### src/rtl/alert_response_ctrl_if.sv
// Alert-response bundle: detector alerts and operator clear in, breaker and event stream out.
// Latency: none, signal grouping only.
// Backpressure: evt_valid/evt_ready handshake on the event record stream.
interface alert_response_ctrl_if;
   logic        alert_any;
   logic [2:0]  alert_priority;
   logic [2:0]  alert_type;
   logic [7:0]  alert_bitmap;
   logic        clear_req;
   logic        halt;
   logic        throttle;
   logic [1:0]  state;
   logic [7:0]  sticky_bitmap;
   logic        evt_valid;
   logic        evt_ready;
   logic [15:0] evt_data;
   logic [7:0]  evt_dropped;

   // Alert source / event consumer side
   modport master (
      output alert_any, alert_priority, alert_type, alert_bitmap, clear_req, evt_ready,
      input  halt, throttle, state, sticky_bitmap, evt_valid, evt_data, evt_dropped
   );

   // Controller side
   modport slave (
      input  alert_any, alert_priority, alert_type, alert_bitmap, clear_req, evt_ready,
      output halt, throttle, state, sticky_bitmap, evt_valid, evt_data, evt_dropped
   );
endinterface

### src/rtl/alert_response_ctrl.sv
// Debounces alert episodes, runs the NORMAL/THROTTLE/HALT/COOLDOWN breaker, queues event records.
// Latency: halt/throttle update on the qualifying edge; records visible (FWFT) the cycle after push.
// Backpressure: evt_ready gates pops; a push into a full FIFO without a same-cycle pop is dropped and counted.
module alert_response_ctrl #(
   parameter int DEBOUNCE      = 2,
   parameter int THROTTLE_PRIO = 4,
   parameter int HALT_PRIO     = 7,
   parameter int COOLDOWN_CYC  = 64,
   parameter int FIFO_DEPTH    = 4    // power of 2, >= 2
) (
   input  logic clk,
   input  logic rst_n,
   alert_response_ctrl_if.slave io
);
   localparam int RW = $clog2(DEBOUNCE + 1);
   localparam int CW = (COOLDOWN_CYC > 1) ? $clog2(COOLDOWN_CYC) : 1;
   localparam int AW = $clog2(FIFO_DEPTH);
   localparam int NW = AW + 1;

   localparam logic [RW-1:0] RUN_MAX   = RW'(DEBOUNCE);
   localparam logic [CW-1:0] COOL_LAST = CW'(COOLDOWN_CYC - 1);
   localparam logic [NW-1:0] FIFO_FULL = NW'(FIFO_DEPTH);

   typedef enum logic [1:0] {
      ST_NORMAL   = 2'd0,
      ST_THROTTLE = 2'd1,
      ST_HALT     = 2'd2,
      ST_COOLDOWN = 2'd3
   } state_e;

   logic [9:0]    ts_q;
   logic [RW-1:0] run_q, run_d;
   logic [2:0]    last_type_q;
   logic          qualify;
   logic          want_halt, want_thr;

   state_e        state_q, state_d;
   logic [CW-1:0] cool_q, cool_d;
   logic          halt_q, halt_d;
   logic          throttle_q, throttle_d;

   logic [7:0]    sticky_q;
   logic          accepted_clear;

   logic [15:0]   mem_q [FIFO_DEPTH];
   logic [AW-1:0] wr_q, rd_q;
   logic [NW-1:0] cnt_q;
   logic [7:0]    drop_q;
   logic          fifo_empty, fifo_full, pop, push, drop;

   // Run length of the current same-type alert streak, saturating at DEBOUNCE
   always_comb begin
      run_d = '0;
      if (io.alert_any) begin
         if ((io.alert_type == last_type_q) && (run_q != '0)) begin
            run_d = (run_q == RUN_MAX) ? run_q : run_q + 1'b1;
         end else begin
            run_d = RW'(1);
         end
      end
   end

   // An episode qualifies exactly once: on the edge its run first reaches DEBOUNCE
   assign qualify   = (run_d == RUN_MAX) && (run_q != RUN_MAX);
   assign want_halt = qualify && (io.alert_priority >= 3'(HALT_PRIO));
   assign want_thr  = qualify && (io.alert_priority >= 3'(THROTTLE_PRIO));

   // Free-running timestamp and debounce tracking
   always_ff @(posedge clk or negedge rst_n) begin
      if (!rst_n) begin
         ts_q        <= '0;
         run_q       <= '0;
         last_type_q <= '0;
      end else begin
         ts_q        <= ts_q + 10'd1;
         run_q       <= run_d;
         last_type_q <= io.alert_type;
      end
   end

   // Breaker state register; halt/throttle are registered decodes of the next state
   always_ff @(posedge clk or negedge rst_n) begin
      if (!rst_n) begin
         state_q    <= ST_NORMAL;
         cool_q     <= '0;
         halt_q     <= 1'b0;
         throttle_q <= 1'b0;
      end else begin
         state_q    <= state_d;
         cool_q     <= cool_d;
         halt_q     <= halt_d;
         throttle_q <= throttle_d;
      end
   end

   // Breaker next-state: escalate on qualified episodes, relax only through COOLDOWN
   always_comb begin
      state_d = state_q;
      cool_d  = cool_q;
      case (state_q)
         ST_NORMAL: begin
            if (want_halt)     state_d = ST_HALT;
            else if (want_thr) state_d = ST_THROTTLE;
         end
         ST_THROTTLE: begin
            if (want_halt) begin
               state_d = ST_HALT;
            end else if (!io.alert_any) begin
               state_d = ST_COOLDOWN;
               cool_d  = '0;
            end
         end
         ST_HALT: begin
            // Only an operator clear during a quiet cycle releases a halt
            if (io.clear_req && !io.alert_any) begin
               state_d = ST_COOLDOWN;
               cool_d  = '0;
            end
         end
         ST_COOLDOWN: begin
            if (want_halt) begin
               state_d = ST_HALT;
            end else if (want_thr) begin
               state_d = ST_THROTTLE;
            end else if (io.alert_any) begin
               cool_d = '0;
            end else if (cool_q == COOL_LAST) begin
               state_d = ST_NORMAL;
            end else begin
               cool_d = cool_q + 1'b1;
            end
         end
         default: state_d = ST_NORMAL;
      endcase
      halt_d     = (state_d == ST_HALT);
      throttle_d = (state_d == ST_THROTTLE) || (state_d == ST_COOLDOWN);
   end

   // Sticky alert flags; bits arriving in the clearing cycle survive the clear
   assign accepted_clear = io.clear_req && !io.alert_any;

   always_ff @(posedge clk or negedge rst_n) begin
      if (!rst_n) sticky_q <= '0;
      else        sticky_q <= io.alert_bitmap | (accepted_clear ? 8'h00 : sticky_q);
   end

   // Event FIFO control: a pop frees the slot for a same-cycle push when full
   assign fifo_empty = (cnt_q == '0);
   assign fifo_full  = (cnt_q == FIFO_FULL);
   assign pop        = !fifo_empty && io.evt_ready;
   assign push       = qualify && (!fifo_full || pop);
   assign drop       = qualify && fifo_full && !pop;

   // FIFO pointers, occupancy and saturating drop counter
   always_ff @(posedge clk or negedge rst_n) begin
      if (!rst_n) begin
         wr_q   <= '0;
         rd_q   <= '0;
         cnt_q  <= '0;
         drop_q <= '0;
      end else begin
         if (push) wr_q <= wr_q + 1'b1;
         if (pop)  rd_q <= rd_q + 1'b1;
         case ({push, pop})
            2'b10:   cnt_q <= cnt_q + 1'b1;
            2'b01:   cnt_q <= cnt_q - 1'b1;
            default: cnt_q <= cnt_q;
         endcase
         if (drop && (drop_q != 8'hFF)) drop_q <= drop_q + 8'd1;
      end
   end

   // Record storage; contents are don't-care while the slot is unoccupied
   always_ff @(posedge clk) begin
      if (push) mem_q[wr_q] <= {io.alert_type, io.alert_priority, ts_q};
   end

   assign io.halt          = halt_q;
   assign io.throttle      = throttle_q;
   assign io.state         = state_q;
   assign io.sticky_bitmap = sticky_q;
   assign io.evt_valid     = !fifo_empty;
   assign io.evt_data      = fifo_empty ? 16'h0000 : mem_q[rd_q];
   assign io.evt_dropped   = drop_q;
endmodule

### src/flat_wrapper.sv
// flat-port wrapper written by rule: the top's interface ports become plain ports
module alert_response_ctrl_flat 
#(
   parameter int DEBOUNCE      = 2,
   parameter int THROTTLE_PRIO = 4,
   parameter int HALT_PRIO     = 7,
   parameter int COOLDOWN_CYC  = 64,
   parameter int FIFO_DEPTH    = 4                       
)
  (clk, rst_n, io_alert_any, io_alert_priority, io_alert_type, io_alert_bitmap, io_clear_req, io_evt_ready, io_halt, io_throttle, io_state, io_sticky_bitmap, io_evt_valid, io_evt_data, io_evt_dropped);
  alert_response_ctrl_if io_i ();
  input  logic clk;
  input  logic rst_n;
  input wire logic [$bits(io_i.alert_any)-1:0] io_alert_any;
  input wire logic [$bits(io_i.alert_priority)-1:0] io_alert_priority;
  input wire logic [$bits(io_i.alert_type)-1:0] io_alert_type;
  input wire logic [$bits(io_i.alert_bitmap)-1:0] io_alert_bitmap;
  input wire logic [$bits(io_i.clear_req)-1:0] io_clear_req;
  input wire logic [$bits(io_i.evt_ready)-1:0] io_evt_ready;
  output wire logic [$bits(io_i.halt)-1:0] io_halt;
  output wire logic [$bits(io_i.throttle)-1:0] io_throttle;
  output wire logic [$bits(io_i.state)-1:0] io_state;
  output wire logic [$bits(io_i.sticky_bitmap)-1:0] io_sticky_bitmap;
  output wire logic [$bits(io_i.evt_valid)-1:0] io_evt_valid;
  output wire logic [$bits(io_i.evt_data)-1:0] io_evt_data;
  output wire logic [$bits(io_i.evt_dropped)-1:0] io_evt_dropped;
  assign io_i.alert_any = io_alert_any;
  assign io_i.alert_priority = io_alert_priority;
  assign io_i.alert_type = io_alert_type;
  assign io_i.alert_bitmap = io_alert_bitmap;
  assign io_i.clear_req = io_clear_req;
  assign io_i.evt_ready = io_evt_ready;
  assign io_halt = io_i.halt;
  assign io_throttle = io_i.throttle;
  assign io_state = io_i.state;
  assign io_sticky_bitmap = io_i.sticky_bitmap;
  assign io_evt_valid = io_i.evt_valid;
  assign io_evt_data = io_i.evt_data;
  assign io_evt_dropped = io_i.evt_dropped;
  alert_response_ctrl #(.DEBOUNCE(DEBOUNCE), .THROTTLE_PRIO(THROTTLE_PRIO), .HALT_PRIO(HALT_PRIO), .COOLDOWN_CYC(COOLDOWN_CYC), .FIFO_DEPTH(FIFO_DEPTH)) u_core (.clk(clk), .rst_n(rst_n), .io(io_i));
endmodule
### config.mk
export PLATFORM = sky130hd
export DESIGN_NAME = alert_response_ctrl_flat
export DESIGN_NICKNAME = d
export VERILOG_FILES = /design/src/rtl/alert_response_ctrl_if.sv /design/src/rtl/alert_response_ctrl.sv /design/src/flat_wrapper.sv
export SDC_FILE = /design/constraint.sdc
export NUM_CORES = 1
export LEC_CHECK = 0
export ABC_AREA = 1
export CORE_ASPECT_RATIO = 1.25
export CORE_MARGIN = 4
export CORE_UTILIZATION = 49
export DETAILED_ROUTE_END_ITERATION = 10
export PLACE_DENSITY = 0.71
export RECOVER_POWER = 25
export SETUP_SLACK_MARGIN = 0.1
export SLEW_MARGIN = 20
export SYNTH_ARGS = -nofsm -noshare
export SYNTH_HDL_FRONTEND = slang
export SYNTH_SLANG_ARGS = --single-unit
export TNS_END_PERCENT = 1
### constraint.sdc
create_clock -name clk -period 6.8 [get_ports clk]
set_input_delay 1.36 -clock clk [delete_from_list [all_inputs] [get_ports clk]]
set_output_delay 1.36 -clock clk [all_outputs]
set_load 0.01 [all_outputs]
## Word level (Yosys, flattened, before mapping)

Memory sizes are Yosys's and may differ from the RTL's.
Index checks and enable logic that the tools add are counted.
W data, S select, Z words.

| cells by class | value |
|---|---|
| $add $sub $neg | 8 |
| order comparisons | 2 |
| equal/unequal tests | 21 |
| muxes and demuxes | 26 |
| bitwise operators | 1 |
| reductions and logical operators | 22 |

Operator list:

| kind | number |
|---|---|
| $mux W6 | 7 |
| $mux W2 | 12 |
| $pmux W6 S3 | 1 |
| $mux W16 | 1 |
| $eq A2 B2 Y1 const B | 7 |
| $add A10 B1 Y10 const B | 1 |
| $logic_and A1 B1 Y1 | 10 |
| $ne A2 B2 Y1 const B | 5 |
| $add A8 B1 Y8 const B | 1 |
| $mux W8 | 1 |
| $ne A8 B8 Y1 const B | 1 |
| $or A8 B8 Y8 | 1 |
| $pmux W2 S4 | 1 |
| $reduce_and A7 Y1 | 1 |
| $add A2 B1 Y2 const B | 3 |
| $add A6 B1 Y6 const B | 1 |
| $eq A2 B1 Y1 const B | 3 |
| $eq A6 B6 Y1 const B | 1 |
| $ge A3 B3 Y1 const B | 2 |
| $pmux W3 S2 | 1 |
| $logic_not A1 Y1 | 4 |
| $reduce_bool A2 Y1 | 2 |
| $add A3 B1 Y3 const B | 1 |
| $eq A3 B3 Y1 | 1 |
| 9 further kinds | 11 |

| word-level totals | value |
|---|---|
| register bits | 48 |
| bits in writable memories | 64 |
| bits of input ports | 19 |
| output and inout bits | 37 |
| word-level logic and storage cells | 93 |
| memories | 1 |

Memory list:

| name | depth | bits a word | read ports | clocked after memory_dff | wr ports | RTL line | RTL |
|---|---|---|---|---|---|---|---|
| u_core.mem_q | 4 | 16 | 1 | 0 | 1 | alert_response_ctrl.sv:45 | `logic [15:0] mem_q [FIFO_DEPTH];` |

## Longest topological paths before layout

| depth | value |
|---|---|
| depth in word-level cells | 12 |
| gate-level depth with buffers | 16 |
| depth with buffers taken out | 16 |

## Worst setup path before layout

OpenSTA, ideal clock, no wires.

| timing path | value |
|---|---|
| path kind | in2reg |
| start point | input port io_alert_type[1] |
| end point | memory u_core.mem_q[0][0], enable pin |
| arrival | 2752 ps |
| required time | 6411 ps |
| setup slack | 3660 ps |
| stages on the path | 10 |
| buffers on the path | 0 |
| path through | inv_1 > nand2_1 > nand2_1 > nor2_2 > nand3_2 > nor2_4 > nand2_1 > inv_2 > nand2_2 > nor2_1 |

| on the way | value |
|---|---|
| longest elaborated chain between the ends | 9 |

Ends and longest elaborated chain:

| what | RTL line | RTL |
|---|---|---|
| start, declared | flat_wrapper.sv:16 | `input wire logic [$bits(io_i.alert_type)-1:0] io_alert_type;` |
| $eq A3 B3 Y1 | alert_response_ctrl.sv:55 | `if ((io.alert_type == last_type_q) && (run_q != '0)) begin` |
| $logic_and A1 B1 Y1 | alert_response_ctrl.sv:55 |  |
| $mux W2 | alert_response_ctrl.sv:55 |  |
| $mux W2 | alert_response_ctrl.sv:54 | `if (io.alert_any) begin` |
| $eq A2 B2 Y1 | alert_response_ctrl.sv:64 | `assign qualify = (run_d == RUN_MAX) && (run_q != RUN_MAX);` |
| $logic_and A1 B1 Y1 | alert_response_ctrl.sv:64 |  |
| $logic_and A1 B1 Y1 | alert_response_ctrl.sv:151 | `assign push = qualify && (!fifo_full \|\| pop);` |
| $mux W1 | alert_response_ctrl.sv:175 | `if (push) mem_q[wr_q] <= {io.alert_type, io.alert_priority, ts_q};` |
| $mux W1 (implied by the code) | alert_response_ctrl.sv:175 |  |
| end, declared | alert_response_ctrl.sv:45 |  |

Every way passes these cells.

## Worst setup path in the final report

| timing path | value |
|---|---|
| start point | register u_core.rd_q[1] |
| end point | output port io_evt_data[14] |

| on the way | value |
|---|---|
| longest elaborated chain between the ends | 2 |

Ends and longest elaborated chain:

| what | RTL line | RTL |
|---|---|---|
| start, declared | alert_response_ctrl.sv:46 | `logic [AW-1:0] wr_q, rd_q;` |
| start signal, assigned | alert_response_ctrl.sv:163 | `if (pop) rd_q <= rd_q + 1'b1;` |
| $mem_v2 Z4 W16 | - |  |
| $mux W16 | alert_response_ctrl.sv:183 | `assign io.evt_data = fifo_empty ? 16'h0000 : mem_q[rd_q];` |
| end, declared | flat_wrapper.sv:25 | `output wire logic [$bits(io_i.evt_data)-1:0] io_evt_data;` |

Every way passes these cells.

==> results by group <==
Placed design
  – Pre-CTS setup slack: 2.923 ns
  – PortBufs: 55
  – Global placement routability congestion: 0.8035
  – Hpwl dp: 6.033 mm
  – Area after DPL: 5497 um2

Setup path
  – Crit path kind: reg -> out
  – Worst EP required: 5.44 ns
  – Max incr delay on CP: 0.73 ns
  – CP Cell Sequence: clkinv_1, nor2_1, o21ai_0, a21oi_1, clkdlybuf4s50_1
  – Worst-path fanout max: 17
  – Worst Setup End Kind: output pin
  – Critical Path AT: 2.82 ns
  – Startpoint class of the critical path: register
  – CP max stage cell: dfrtp_1

Final layout
  – Most frequent cells in the layout: 83 x nor2_1, 64 x edfxtp_1, 58 x nand2_1
  – Design area: 5794 um2
  – Share of cells above drive strength 1: 0.06654
  – Commonest non-fill, non-tap cell in the layout: nor2_1
  – Nets: 537
  – ANT cells: 0
  – Layout area overhead: 20.50%

Worst hold path
  – Worst Hold Class: reg -> reg

Power
  – PwrDens: 327.7 nW/um2
  – IR drop worst, VDD: 143.7 uV
  – Sequential power share: 0.415
  – Logic pwr share: 0.309
  – Internal power: 1.316 mW
  – P_sw: 583.3 uW
  – P_leak: 2.473 nW
  – Switching Share: 0.3072
  – Clock Power Share: 0.276

STA
  – Final number of max-transition violations: 48
  – Setup_tns: 0 ns
  – Fin worst setup slack: 2.624 ns
  – Setup violations, final: 0
  – Peak Freq: 0.2395 GHz
  – Period utilization: 0.6141
  – Worst slew margin: -0.7461
  – Final Hold Fails: 0
  – RSZ-0062 raised after global routing: false
  – Worst Tran Pin Value: 2.619 ns
  – Final setup skew: 0.004068 ns
  – Final min period: 4.176 ns

Die
  – Core box area: 9609 um2
  – Ports: 56
  – Die area: 11470 um2
  – Initial Utilization: 0.5004
  – Row count: 40
  – Die X: 96.60 um
  – Die Height: 118.8 um

Drt
  – Vias: 3198
  – DRT Pass-1 Iters: 4
  – Final wirelength: 9.186 mm
  – Drt wl/cell: 14.42 um
  – Routed Antenna Nets: 0
  – DRC: 0
  – DR vias/cell: 5.020
  – Drt initial violations: 125

Run
  – Number of max-cap violations: 1

Clocking
  – Root Buffer: clkbuf_16
  – TritonCTS clock tree: yes
  – Cells resized by post-CTS repair: 0
  – Post-CTS Hold Fix Bufs: 0
  – Htree depth: 3
  – Max clock buf depth: 2
  – Num CTS Buffers: 9
  – Clock sink count: 111
  – Post-CTS Setup Repair Bufs: 0
  – Worst-Skew Late Latency: 0.34 ns
  – Clk pin slew, worst setup/hold paths: 0.07 ns

Logic synthesis
  – Synth Register Bits: 111
  – Synth Warn #: 0
  – Area contributors post-synth: edfxtp_1 40%, dfrtp_1 24%, nor2_1 6.5%, nand2_1 4.5%, xor2_1 3.6%
  – Ys async rst share: 0.4234
  – Top_reg_cell synth: edfxtp_1
  – Top cell type by total area after synthesis: edfxtp_1
  – Top cell type's share of synthesized area: 0.3997
  – Register area share after synthesis: 0.6443
  – Mapped cell area: 4808 um2
  – Syn nets: 478
  – Syn avg cell area: 10.76 um2
  – EDFF count, synth: 64
  – Synth Instances: 447
  – Library cells used by synthesis: 33

Global routing
  – Total global-route track usage: 0.1670
  – Vias in the first global route: 3271
  – First-pass GRT wire length: 15.37 mm
  – Initial antenna violation count: 0
  – Total grt overflow: 0
  – Pin count of the biggest net entering global routing: 48

Status
  – Failing checks: max-capacitance violations, max-slew violations
  – Outcome: finished, violations left
-- cell usage after synthesis (2+ instances only) --
library cell  instances
a21o_1                8
a21oi_1              20
buf_1                 3
buf_2                 3
clkbuf_1              5
clkinv_1              2
dfrtp_1              47
edfxtp_1             64
ha_1                 11
inv_1                43
inv_2                 2
nand2_1              58
nand2_2               3
nand3_1              15
nand4_1               3
nor2_1               83
nor2_2                3
nor3_1                3
o21ai_0              31
o21ai_1               5
or2_2                 2
xnor2_1               3
xor2_1               20
-- path summary, 6_finish.rpt --
path / startpoint / endpoint / slack [ns] / cells past startpoint
worst max-delay path: u_core.rd_q[1] / io_evt_data[14] / 2.62 / 5
worst min-delay path: u_core.io.sticky_bitmap[6] / u_core.io.sticky_bitmap[6] / 0.48 / 1
worst max register to register: u_core.cnt_q[0] / u_core.cnt_q[2] / 4.25 / 10
worst min register to register: u_core.io.sticky_bitmap[6] / u_core.io.sticky_bitmap[6] / 0.48 / 1
max in group asynchronous: rst_n / u_core.ts_q[3] / 3.48 / 1
min in group asynchronous: rst_n / u_core.io.halt / 1.83 / 1
-- worst max-delay path: cells and delay by family (launching register included) --
kind,cells,cell delay [ns]
AO/OA/AOI/OAI,2,0.28
buffers and inverters,2,1.22
AND/OR/NAND/NOR,1,0.24
flip-flops,1,0.73
-- power by group through the flow --
| stage | clock [mW] | sequential, mW | combinational (mW) |
|---|---|---|---|
| after floorplan | 0 | 0.782 | 0.359 |
| after global placement | 0 | 0.797 | 0.582 |
| after detailed placement | 0 | 0.801 | 0.596 |
| after CTS | 0.536 | 0.788 | 0.601 |
| after global routing | 0.560 | 0.794 | 0.665 |
| final | 0.524 | 0.788 | 0.587 |
-- sequential cells by signal, summed over array words and instances, names as in the netlist, 3 cells and up --
register                 count
u_core.io.sticky_bitmap      8
u_core.cnt_q                 3
u_core.io.evt_dropped        8
u_core.last_type_q           3
u_core.cool_q                6
u_core.ts_q                 10
u_core.mem_q                64
-- stage by stage --
step / total power [mW] / cells / hold slack (ns) / util
2_1_floorplan: 1.141 / 447 / 0.4631 / -
3_3_place_gp: 1.379 / 621 / 0.4634 / 0.5720
3_5_place_dp: 1.397 / 621 / 0.4715 / 0.5720
4_1_cts: 1.924 / 637 / 0.4884 / 0.6031
5_1_grt: 2.019 / 637 / 0.5122 / 0.6030
6_report: 1.899 / 637 / 0.4842 / 0.6030
-- cell type report --
| cell class | count | area (um2) |
|---|---|---|
| clock buffer | 11 | 252.7 |
| clock inverter | 5 | 46.29 |
| fill | 811 | 3815 |
| inverter | 48 | 181.4 |
| multi-input combinational | 276 | 1476 |
| sequential | 111 | 3098 |
| tap | 126 | 157.7 |
| timing repair buffer | 60 | 581.8 |
-- per-layer routing --
metal / part of all wire / up-vias / global-route usage
met5: 0 / - / 0
met4: 0.020 / 0 / 0.06497
met3: 0.055 / 13 / 0.04014
met2: 0.51 / 75 / 0.2884
met1: 0.42 / 1524 / 0.2011
li1: - / 1586 / -
-- cell families (layout without fill, tap and decap cells) --
family | after synthesis | in the layout | synth area share
compound gates | 65 | 65 | 0.07416
xor+xnor | 23 | 23 | 0.04190
fa+ha+maj | 12 | 12 | 0.03279
buf+inv | 60 | 124 | 0.04866
flops | 111 | 111 | 0.6443
simple gates | 176 | 176 | 0.1582
(Power assumes the default switching activity.)
